## src/rtl/jtframe_68kbusarb_pkg.sv

```systemverilog
// Shared definitions for the 68000 bus arbiter.
//   - 3-bit state encoding
//   - next_winner(): 2-way round-robin tie-break
package jtframe_68karb_pkg;

  localparam logic [2:0] ST_IDLE    = 3'd0;
  localparam logic [2:0] ST_REQ     = 3'd1;
  localparam logic [2:0] ST_WAIT_AS = 3'd2;
  localparam logic [2:0] ST_OWN     = 3'd3;
  localparam logic [2:0] ST_REL     = 3'd4;

  typedef enum logic [2:0] {
    IDLE    = ST_IDLE,
    REQ     = ST_REQ,
    WAIT_AS = ST_WAIT_AS,
    OWN     = ST_OWN,
    REL     = ST_REL
  } arb_st_t;

  // A lone requester wins; on a tie the master not served last wins.
  // With no request the result is unused, so keep it stable at 'last'.
  function automatic logic next_winner(input logic [1:0] req, input logic last);
    case (req)
      2'b01:   return 1'b0;
      2'b10:   return 1'b1;
      2'b11:   return ~last;
      default: return last;
    endcase
  endfunction

endpackage

```

## src/rtl/jtframe_68kbusarb_if.sv

```systemverilog
// Bus-arbitration handshake bundle.
//   slave  : arbiter side (takes CPU ASn/BGn and master req/done, drives
//            BRn/BGACKn to the CPU and gnt/dma_legit/busy to the masters)
//   master : environment side (CPU + DMA masters)
interface jtframe_68kbusarb_if;
  logic       ASn;
  logic       BGn;
  logic       BRn;
  logic       BGACKn;
  logic [1:0] req;
  logic [1:0] gnt;
  logic [1:0] done;
  logic       dma_legit;
  logic       busy;

  modport slave  (input  ASn, BGn, req, done,
                  output BRn, BGACKn, gnt, dma_legit, busy);
  modport master (output ASn, BGn, req, done,
                  input  BRn, BGACKn, gnt, dma_legit, busy);
endinterface

```

## src/rtl/jtframe_68kbusarb_rr.sv

```systemverilog
// Combinational 2-way round-robin picker.
//   req  : request vector
//   last : index of the master served last
//   win  : index of the selected master (valid when any=1)
//   any  : at least one request pending
module jtframe_68karb_rr
  import jtframe_68karb_pkg::*;
(
  input  logic [1:0] req,
  input  logic       last,
  output logic       win,
  output logic       any
);

  assign win = next_winner(req, last);
  assign any = |req;

endmodule

```

## src/rtl/jtframe_68kbusarb.sv

```systemverilog
// 68000 bus arbiter for two DMA masters using BRn/BGn/BGACKn.
//   clk, rst_n : clock, asynchronous active-low reset
//   cpu_cen    : CPU clock enable; the FSM only moves on these edges
//   bus        : handshake bundle (slave side), see jtframe_68kbusarb_if
// Parameters:
//   MAXCEN : max tenure in cpu_cen ticks per grant, 0 = unlimited
//   CW     : tenure counter width (MAXCEN < 2**CW)
module jtframe_68kbusarb
  import jtframe_68karb_pkg::*;
#(
  parameter int MAXCEN = 0,
  parameter int CW     = 8
)(
  input  logic clk,
  input  logic rst_n,
  input  logic cpu_cen,
  jtframe_68kbusarb_if.slave bus
);

  // Counter starts at 0 on the grant edge, so the last allowed tick sees MAXCEN-1
  localparam logic [CW-1:0] LIM = CW'(MAXCEN == 0 ? 0 : MAXCEN - 1);

  arb_st_t       st_q, st_nx;
  logic          win_q, win_nx;
  logic          last_q, last_nx;
  logic [CW-1:0] cnt_q, cnt_nx;
  logic          brn_q, brn_nx;
  logic          bgackn_q, bgackn_nx;
  logic [1:0]    gnt_q, gnt_nx;
  logic          legit_q, legit_nx;
  logic          busy_q, busy_nx;

  logic rr_win, rr_any, lim_hit;

  jtframe_68karb_rr u_rr (
    .req  (bus.req),
    .last (last_q),
    .win  (rr_win),
    .any  (rr_any)
  );

  assign lim_hit = (MAXCEN != 0) && (cnt_q == LIM);

  always_ff @(posedge clk or negedge rst_n) begin
    if (!rst_n) begin
      st_q     <= IDLE;
      win_q    <= 1'b0;
      last_q   <= 1'b0;
      cnt_q    <= '0;
      brn_q    <= 1'b1;
      bgackn_q <= 1'b1;
      gnt_q    <= 2'b00;
      legit_q  <= 1'b0;
      busy_q   <= 1'b0;
    end else begin
      st_q     <= st_nx;
      win_q    <= win_nx;
      last_q   <= last_nx;
      cnt_q    <= cnt_nx;
      brn_q    <= brn_nx;
      bgackn_q <= bgackn_nx;
      gnt_q    <= gnt_nx;
      legit_q  <= legit_nx;
      busy_q   <= busy_nx;
    end
  end

  always_comb begin
    st_nx     = st_q;
    win_nx    = win_q;
    last_nx   = last_q;
    cnt_nx    = cnt_q;
    brn_nx    = brn_q;
    bgackn_nx = bgackn_q;
    gnt_nx    = gnt_q;
    legit_nx  = legit_q;
    if (cpu_cen) begin
      case (st_q)
        IDLE: if (rr_any) begin
          win_nx = rr_win;
          brn_nx = 1'b0;
          st_nx  = REQ;
        end
        REQ: begin
          // A winner that gives up before the grant aborts the request
          if (!bus.req[win_q]) begin
            brn_nx = 1'b1;
            st_nx  = IDLE;
          end else if (!bus.BGn) begin
            st_nx = WAIT_AS;
          end
        end
        // Take the bus only once the CPU's current cycle has ended
        WAIT_AS: if (bus.ASn) begin
          bgackn_nx = 1'b0;
          brn_nx    = 1'b1;
          gnt_nx    = win_q ? 2'b10 : 2'b01;
          legit_nx  = 1'b1;
          cnt_nx    = '0;
          st_nx     = OWN;
        end
        OWN: begin
          cnt_nx = cnt_q + CW'(1);
          if (bus.done[win_q] || !bus.req[win_q] || lim_hit) begin
            gnt_nx    = 2'b00;
            legit_nx  = 1'b0;
            bgackn_nx = 1'b1;
            last_nx   = win_q;
            st_nx     = REL;
          end
        end
        // One tick with BGACKn high before arbitrating again
        REL:     st_nx = IDLE;
        default: st_nx = IDLE;
      endcase
    end
    busy_nx = (st_nx != IDLE);
  end

  assign bus.BRn       = brn_q;
  assign bus.BGACKn    = bgackn_q;
  assign bus.gnt       = gnt_q;
  assign bus.dma_legit = legit_q;
  assign bus.busy      = busy_q;

endmodule
```

## src/flat_wrapper.sv

```systemverilog
// flat-port wrapper written by rule: the top's interface ports become plain ports
module jtframe_68kbusarb_flat import jtframe_68karb_pkg::*;
#(
  parameter int MAXCEN = 0,
  parameter int CW     = 8
)
  (clk, rst_n, cpu_cen, bus_ASn, bus_BGn, bus_req, bus_done, bus_BRn, bus_BGACKn, bus_gnt, bus_dma_legit, bus_busy);
  jtframe_68kbusarb_if bus_i ();
  input  logic clk;
  input  logic rst_n;
  input  logic cpu_cen;
  input wire logic [$bits(bus_i.ASn)-1:0] bus_ASn;
  input wire logic [$bits(bus_i.BGn)-1:0] bus_BGn;
  input wire logic [$bits(bus_i.req)-1:0] bus_req;
  input wire logic [$bits(bus_i.done)-1:0] bus_done;
  output wire logic [$bits(bus_i.BRn)-1:0] bus_BRn;
  output wire logic [$bits(bus_i.BGACKn)-1:0] bus_BGACKn;
  output wire logic [$bits(bus_i.gnt)-1:0] bus_gnt;
  output wire logic [$bits(bus_i.dma_legit)-1:0] bus_dma_legit;
  output wire logic [$bits(bus_i.busy)-1:0] bus_busy;
  assign bus_i.ASn = bus_ASn;
  assign bus_i.BGn = bus_BGn;
  assign bus_i.req = bus_req;
  assign bus_i.done = bus_done;
  assign bus_BRn = bus_i.BRn;
  assign bus_BGACKn = bus_i.BGACKn;
  assign bus_gnt = bus_i.gnt;
  assign bus_dma_legit = bus_i.dma_legit;
  assign bus_busy = bus_i.busy;
  jtframe_68kbusarb #(.MAXCEN(MAXCEN), .CW(CW)) u_core (.clk(clk), .rst_n(rst_n), .cpu_cen(cpu_cen), .bus(bus_i));
endmodule
```

## config.mk

```make
export PLATFORM = sky130hd
export DESIGN_NAME = jtframe_68kbusarb_flat
export DESIGN_NICKNAME = d
export VERILOG_FILES = /design/src/rtl/jtframe_68kbusarb_pkg.sv /design/src/rtl/jtframe_68kbusarb_if.sv /design/src/rtl/jtframe_68kbusarb_rr.sv /design/src/rtl/jtframe_68kbusarb.sv /design/src/flat_wrapper.sv
export SDC_FILE = /design/constraint.sdc
export NUM_CORES = 1
export LEC_CHECK = 0
export CAP_MARGIN = 20
export CORE_AREA = 4 4 52 54
export CTS_CLUSTER_SIZE = 14
export DETAILED_ROUTE_END_ITERATION = 12
export DIE_AREA = 0 0 56 58
export PLACE_DENSITY_LB_ADDON = 0.05
export REMOVE_ABC_BUFFERS = 1
export SYNTH_ARGS = -nofsm -noshare
export SYNTH_HDL_FRONTEND = slang
export SYNTH_HIERARCHICAL = 1
export SYNTH_SLANG_ARGS = --single-unit
```

## constraint.sdc

```tcl
create_clock -name clk -period 1.4 [get_ports clk]
set_input_delay 0.21 -clock clk [delete_from_list [all_inputs] [get_ports clk]]
set_output_delay 0.21 -clock clk [all_outputs]
set_load 0.02 [all_outputs]
```

Yosys cells after proc, flatten, opt, wreduce, memory -nomap -nowiden:

Cells that the tools add are included.

* word-level logic and storage cells: 56
* register bits after elaboration: 11

* order comparisons: 1
* multiplexer cells: 25
* reduce and logical (&&, ||, !) cells: 11
* bitwise logic cells: 1
* equal/unequal tests: 10

Operator list (number)
* $mux 3: 6
* $pmux 3 s4: 1
* $mux 1: 10
* $eq 3x2->1 const B: 2
* $mux 2: 3
* $pmux 1 s3: 2
* $reduce_and 3->1: 2
* $reduce_bool 3->1: 2
* $reduce_and 5->1: 1
* $eq 2x2->1 const B: 2
* $ne 2x1->1 const B: 2
* $ne 2x2->1 const B: 2
* $pmux 1 s2: 2
* $pmux 2 s2: 1
* $reduce_and 4->1: 1
* $eq 3x1->1 const B: 1
* $logic_not 3->1: 1
* $eq 2x1->1 const B: 1
* $lt 1x2->1 const B: 1
* $reduce_bool 2->1: 1
* $reduce_or 2->1: 1
* $logic_not 1->1: 1
* $logic_or 1x1->1: 1
* $not 1->1: 1

Longest topological paths before layout:

* word-level depth: 8
* depth in mapped cells: 5
* depth with buffers taken out: 5

Cells and area by module:

Netlist, hierarchy kept.

By module, submodules not included
* jtframe_68kbusarb: times used 1, area an instance 619.3 sq um, cells each 62
* jtframe_68karb_rr: times used 1, area an instance 20.0 sq um, cells each 3

Worst setup path after synthesis:

Ideal clock, no wire load.

* path kind: reg-to-reg
* start point: register u_core.win_q
* end point: register u_core.last_q
* setup slack: -0.059 ns
* clock period less this slack: 1.459 ns
* arrival: 1.334 ns
* data required time: 1.275 ns
* cell stages (with the launch flop): 5
* path buffers: 0
* cell sequence: dfrtp_1 -> or3b_4 -> nand2_2 -> or2_4 -> mux2_4

* longest elaborated chain between the ends: 5
* elaborated cells between the ends (all ways): 7
* classes of those cells: mux (4); reduce/logical (3)

RTL lines
* start, declared: line jtframe_68kbusarb.sv:24 `logic win_q, win_nx;`
* start signal, assigned: line jtframe_68kbusarb.sv:57 `win_q <= win_nx;`
* $mux 1 (not written as such) (2 in a row): line jtframe_68kbusarb.sv:104 `if (bus.done[win_q] || !bus.req[win_q] || lim_hit) begin`
* $logic_not 1->1
* $logic_or 1x1->1: line jtframe_68kbusarb.sv:104
* $reduce_and 3->1 (no line)
* end signal, assigned: line jtframe_68kbusarb.sv:58 `last_q <= last_nx;`
* end, declared: line jtframe_68kbusarb.sv:25 `logic last_q, last_nx;`

Several ways; a longest one is shown, not always the timed one. The select of a mux whose other input is x is not followed.
A chain may end at the register's enable or synchronous reset.

Final worst setup path:

* start point: register u_core.st_q[2]
* end point: register u_core.last_q

* longest elaborated chain between the ends: 2

RTL lines
* start, declared: line jtframe_68kbusarb.sv:23 `arb_st_t st_q, st_nx;`
* start signal, assigned: line jtframe_68kbusarb.sv:56 `st_q <= st_nx;`
* $eq 3x2->1: line jtframe_68kbusarb.sv:78 `case (st_q)`
* $reduce_and 3->1 (no line)

No other way between the ends.

==> results_dict.tcl <==
set metrics [dict create \
    final_area_um2 987 \
    syn-instance-count 65 \
    yosys.cell_types.count 35 \
    die_area_um2 3250 \
    start_util_pct 28.9 \
    cts_root_buffer "clkbuf_4" \
    boundaryPins 15 \
    hp-class "input port to async pin" \
    r2r_end "u_core/last_q$_DFFE_PN0P_" \
    core_um2 2210 \
    hold_viol_final 0 \
    peakVddDrop_mv 0.693 \
    grt.total_usage_pct 10.6 \
    yosysWarnings 6 \
    maxCapViolCount 0 \
    ant_nets 0 \
    setup_viol 1 \
    gp_congestion 0.763 \
    routed_wirelength_mm 1.63 \
    r2r_start "u_core/st_q[2]$_DFF_PN0_" \
    grt_start_max_net_pins 12 \
    fmax_ghz 0.693 \
    preCtsSetupSlack_ns -0.377 \
    rsz0062_at_grt "yes" \
    drc 0 \
    numPortBuffers 14 \
    cts_made_buffers 3 \
    antenna_cells 0 \
    cts_tree "yes" \
    dominantRegCellSynth "dfrtp_1" \
    grt_pass1_vias 561 \
    die_w_um 56 \
    synth_most_common_cell "dfrtp_1" \
    status "finished, violations left" \
    tightest_slew_ns 0.303 \
    violations "negative setup slack" \
    synth_top_cell_by_area "dfrtp_1" \
    antenna_found_initial 0 \
    p_leak_nw 0.467 \
    min_period_ns 1.44 \
    row_count 17 \
    fp.dieH_um 58 \
    final.period_utilization_pct 103 \
    synth_area_leaders "dfrtp_1 35%, dfstp_2 8.2%, nand2b_1 3.9%" \
    htreeDepth 1 \
    layout.cells.non_filler 131 \
    gr-total-overflow 0 \
    max_slew_margin_pct 79.7 \
    synth_edf_count 0 \
    power_density_nw_per_um2 1930 \
    critPathKind "register to register" \
    drt_iter0_markers 8 \
    dr.pass1.iters 4 \
    clockBufferDepth 2 \
    avgSynthCellArea_um2 9.84 \
    grt_first_pass_wirelength_mm 2.65 \
    dp.final_hpwl_mm 1.27 \
    placedInstanceArea_um2 955 \
    ys_ff_latch 11 \
    finalSetupTns_ns -0.0439 \
    crit_arrival_ns 1.60 \
    fin_skew_ns 0.00333 \
    layout.nets 113 \
    insertion_delay_ns 0.27 \
    fillers 232 \
    end_kind "register" \
    rr_worst_depth 4 \
    worstPathRequired_ns 1.56 \
    drv_slew 0 \
    path_max_fanout 4 \
    vias 593 \
    cts_sinks 11 \
    wl_per_cell_um 12.5 \
    ys_seq_area_share_pct 43.4 \
    area_growth_syn_to_layout_pct 54.4 \
    synth_area_um2 639 \
    multi_input_area_um2 333 \
    postCtsHoldBufs 0 \
    synth_common_cells "9 x dfrtp_1, 6 x nand2_1, 5 x inv_1" \
    dp_cells 125 \
    via_per_inst 4.53 \
    synthArstFlopShare_pct 100 \
    ff_latch_area_um2 278 \
    synth_top_area_share_pct 35.2 \
    critPathLaunchType "register" \
    clk_pin_slew_ns 0.07 \
    fin_util_pct 44.6 \
    fin_ws_ns -0.0439 \
    ff2ff_setup_slack_ns -0.04 \
    drive_above_1_share_pct 35.9 \
]
[stage by stage]
step | total power [mW] | hold slack (ns)
floorplan | 1.19 | -0.0856
global placement | 1.72 | 0.477
detailed placement | 1.72 | 0.479
CTS | 1.92 | 0.223
global route | 2.04 | 0.236
finish | 1.90 | 0.232
[per-layer routing]
layer / global-route usage, % / share of wire [%] / wire length, um / vias to the layer above
met5: 0 / 0 / 0 / -
met4: 8.14 / 1.7 / 27 / 0
met3: 1.78 / 4.7 / 76 / 2
met2: 14.9 / 43 / 701 / 13
met1: 14.4 / 51 / 827 / 272
li1: - / - / - / 306
[layout by cell type (no fill, tap or decap), drive strengths merged, types with 4 or more instances in the layout]
cell type	n
o21ai	6
clkdlybuf4s50	7
nand2b	4
nand2	7
dlygate4sd2	7
clkbuf	4
buf	22
dfrtp	9
inv	5
nor2	4
[critical path, stage by stage, from the launching register on]
cell and delay, ns:
dfrtp_1 0.40, and2b_2 0.27, nand3_2 0.09, or2_4 0.28, mux2_4 0.29
[area by class of cell]
type                            count  area share, %
Tap cell                           28           3.55
Clock buffer                        4           2.66
Sequential cell                    11           28.1
Inverter                            5           1.90
Timing Repair Buffer               36           30.0
Multi-Input combinational cell     47           33.7
[flip-flops by register name (all words and copies together) (netlist names)]
| signal | flops |
|---|---|
| u_core/bus.BRn | 1 |
| u_core/bus.gnt | 2 |
| u_core/win_q | 1 |
| u_core/bus.BGACKn | 1 |
| u_core/last_q | 1 |
| u_core/bus.busy | 1 |
| u_core/bus.dma_legit | 1 |
| u_core/st_q | 3 |
[cells by family (layout without fill, tap and decap cells)]
family                 after synthesis  in the layout  share of synthesized area (%)
AOI/OAI and AO/OA                   15             15                           18.6
and+or+nand+nor                     28             28                           26.2
muxes                                4              4                           7.24
buffers and inverters                7             45                           4.50
DFF                                 11             11                           43.4
[where the power goes]
group / leakage (nW) / total (mW) / internal (mW) / switching (mW)
Combinational: 0.322 / 1.07 / 0.552 / 0.518
Clock: 0.0150 / 0.219 / 0.110 / 0.109
Sequential: 0.130 / 0.615 / 0.487 / 0.128
[worst max path at each step]
| stage | endpoint | slack, ns | cells past startpoint | from |
|---|---|---|---|---|
| 3_5_place_dp | u_core/last_q$_DFFE_PN0P_ | -0.38 | 5 | bus_req[0] |
| 4_1_cts | u_core/last_q$_DFFE_PN0P_ | -0.04 | 4 | u_core/win_q$_DFFE_PN0P_ |
| 2_1_floorplan | u_core/last_q$_DFFE_PN0P_ | -0.06 | 4 | u_core/win_q$_DFFE_PN0P_ |
| 5_1_grt | u_core/last_q$_DFFE_PN0P_ | -0.08 | 4 | u_core/win_q$_DFFE_PN0P_ |
| 6_report | u_core/last_q$_DFFE_PN0P_ | -0.04 | 4 | u_core/st_q[2]$_DFF_PN0_ |
| 3_3_place_gp | u_core/last_q$_DFFE_PN0P_ | -0.37 | 5 | bus_req[0] |
[timing repair]
item                       in CTS  in global routing
setup endpoints to repair      10                  8
pin swaps                       4                  5
setup buffers                   2                  0
gates resized for setup         7                  3
Power figures use the tool's default switching activity.
==> RTL edit, RTL diff (same settings) <==
Make the reset (`rst_n`) synchronous in one clocked block. Comments in the files are not updated.
--- a/src/rtl/jtframe_68kbusarb.sv
+++ b/src/rtl/jtframe_68kbusarb.sv
@@ -41,7 +41,7 @@
 
   assign lim_hit = (MAXCEN != 0) && (cnt_q == LIM);
 
-  always_ff @(posedge clk or negedge rst_n) begin
+  always_ff @(posedge clk) begin
     if (!rst_n) begin
       st_q     <= IDLE;
       win_q    <= 1'b0;
Formal check against the unedited RTL: differs if rst_n is asserted again (counterexample within 4 cycles, from zero or initial values and one cycle with rst_n low); with rst_n held inactive, the same outputs for 10 cycles.
==> RTL edit against the original RTL <==
- sequential cell count unchanged
- wire length up 2.8%
- area after synthesis down 8.0%
- via count down 0.17%
- the run still ends with setup timing left
- core utilization down 2.5 points
- design area down 5.7%
- highest routed layer is now met3
- worst setup slack worse by 0.0069 ns
Power is not compared: it rests on default switching activity, and its combinational part moved more than twofold at a synthesized area within 25%.
==> RTL edit: results (changes against the original RTL) <==
Outcome: complete, but fails checks
Failing checks: setup timing
Critical Path Fanout Max: 5 (+1)
Nets@finish: 107 (-5.3%)
Most frequent cells after synthesis: 11 x dfxtp_1, 5 x o21ai_0, 4 x a21oi_1, 4 x nand2_1, 4 x nor2_1
Met3 wire len: 51 um (-33%)
Highest routed metal layer: met3
Final WS setup: -0.0509 ns (-0.00693 ns)
FFs w/ async S/R, synth: 0% (-100 points)
Min-delay worst type: flop to flop
CP delay by family, top: flip-flops
Clk_skew: 0.000352 ns (-0.00298 ns)
Setup-failing EPs final: 2 (+1)
DRT iter0 DRCs: 10 (+2)
GR Util met3: 2.67% (+0.89 points)
Total Routing Usage GR: 10.8% (+0.18 points)
Cell area after placement: 872 um2 (-8.7%)
Largest stage delay on the critical path: 0.38 ns (-0.02 ns)
Share of cells above drive strength 1: 37.1% (+1.2 points)
Vias: 592 (-0.17%)
GPL Wtd Cong: 0.776 (+1.7%)
Met1 Track Usage GR: 12.8% (-1.7 points)
Average routed wire per standard cell: 13.4 um (+7.8%)
Met2 routed WL: 858 um (+22%)
Wl on met1: 768 um (-7.1%)
Largest net degree at the start of global routing: 8 (-4)
[RTL edit: changes by cell type after synthesis, sizes merged, moves of 3 or more]
cell / change
a21oi: +3
dfrtp: -9
dfxtp: +11
nand2: -3
nor3b: +3
[RTL edit: what timing repair did]
item,CTS,global route
gates resized for setup,11,5
pin swaps,3,1
buffers inserted,1,0
cloned,0,0
setup endpoints to repair,10,9
[RTL edit: per-stage QoR]
step	setup slack [ns]	instances	setup TNS [ns]	hold slack, ns
2_1_floorplan	-0.0621	62	-0.0621	0.272
3_3_place_gp	-0.499	120	-3.44	0.462
3_5_place_dp	-0.522	120	-3.32	0.458
4_1_cts	-0.0468	125	-0.0818	0.469
5_1_grt	-0.118	125	-0.270	0.498
6_report	-0.0509	125	-0.0866	0.468
[RTL edit: final timing paths]
kind	from	to
worst max-delay path	u_core/win_q	u_core/bus.busy
worst min-delay path	u_core/bus.dma_legit	u_core/bus.dma_legit
worst max register to register	u_core/win_q	u_core/bus.busy
worst min register to register	u_core/bus.dma_legit	u_core/bus.dma_legit
[RTL edit: cell families after synthesis]
kind of cell | synth area share, %
buffers and inverters | 3.83
AND/OR/NAND/NOR | 27.2
flip-flops | 37.4
AO/OA/AOI/OAI | 21.3
multiplexers | 10.2
[RTL edit: area by class of cell]
cell class	count	area [um2]
timing repair buffer	31	262
clock buffer	4	26.3
sequential	11	225
fill	244	1280
tap	28	35.0
multi-input combinational	48	372
inverter	3	11.3
[RTL edit: power by group through the flow]
stage          logic, uW  registers, uW  clock network (uW)
2_1_floorplan       56.4            347                   0
3_3_place_gp         151            339                   0
3_5_place_dp         150            339                   0
4_1_cts              152            331                 237
5_1_grt              170            333                 256
6_report             156            331                 224
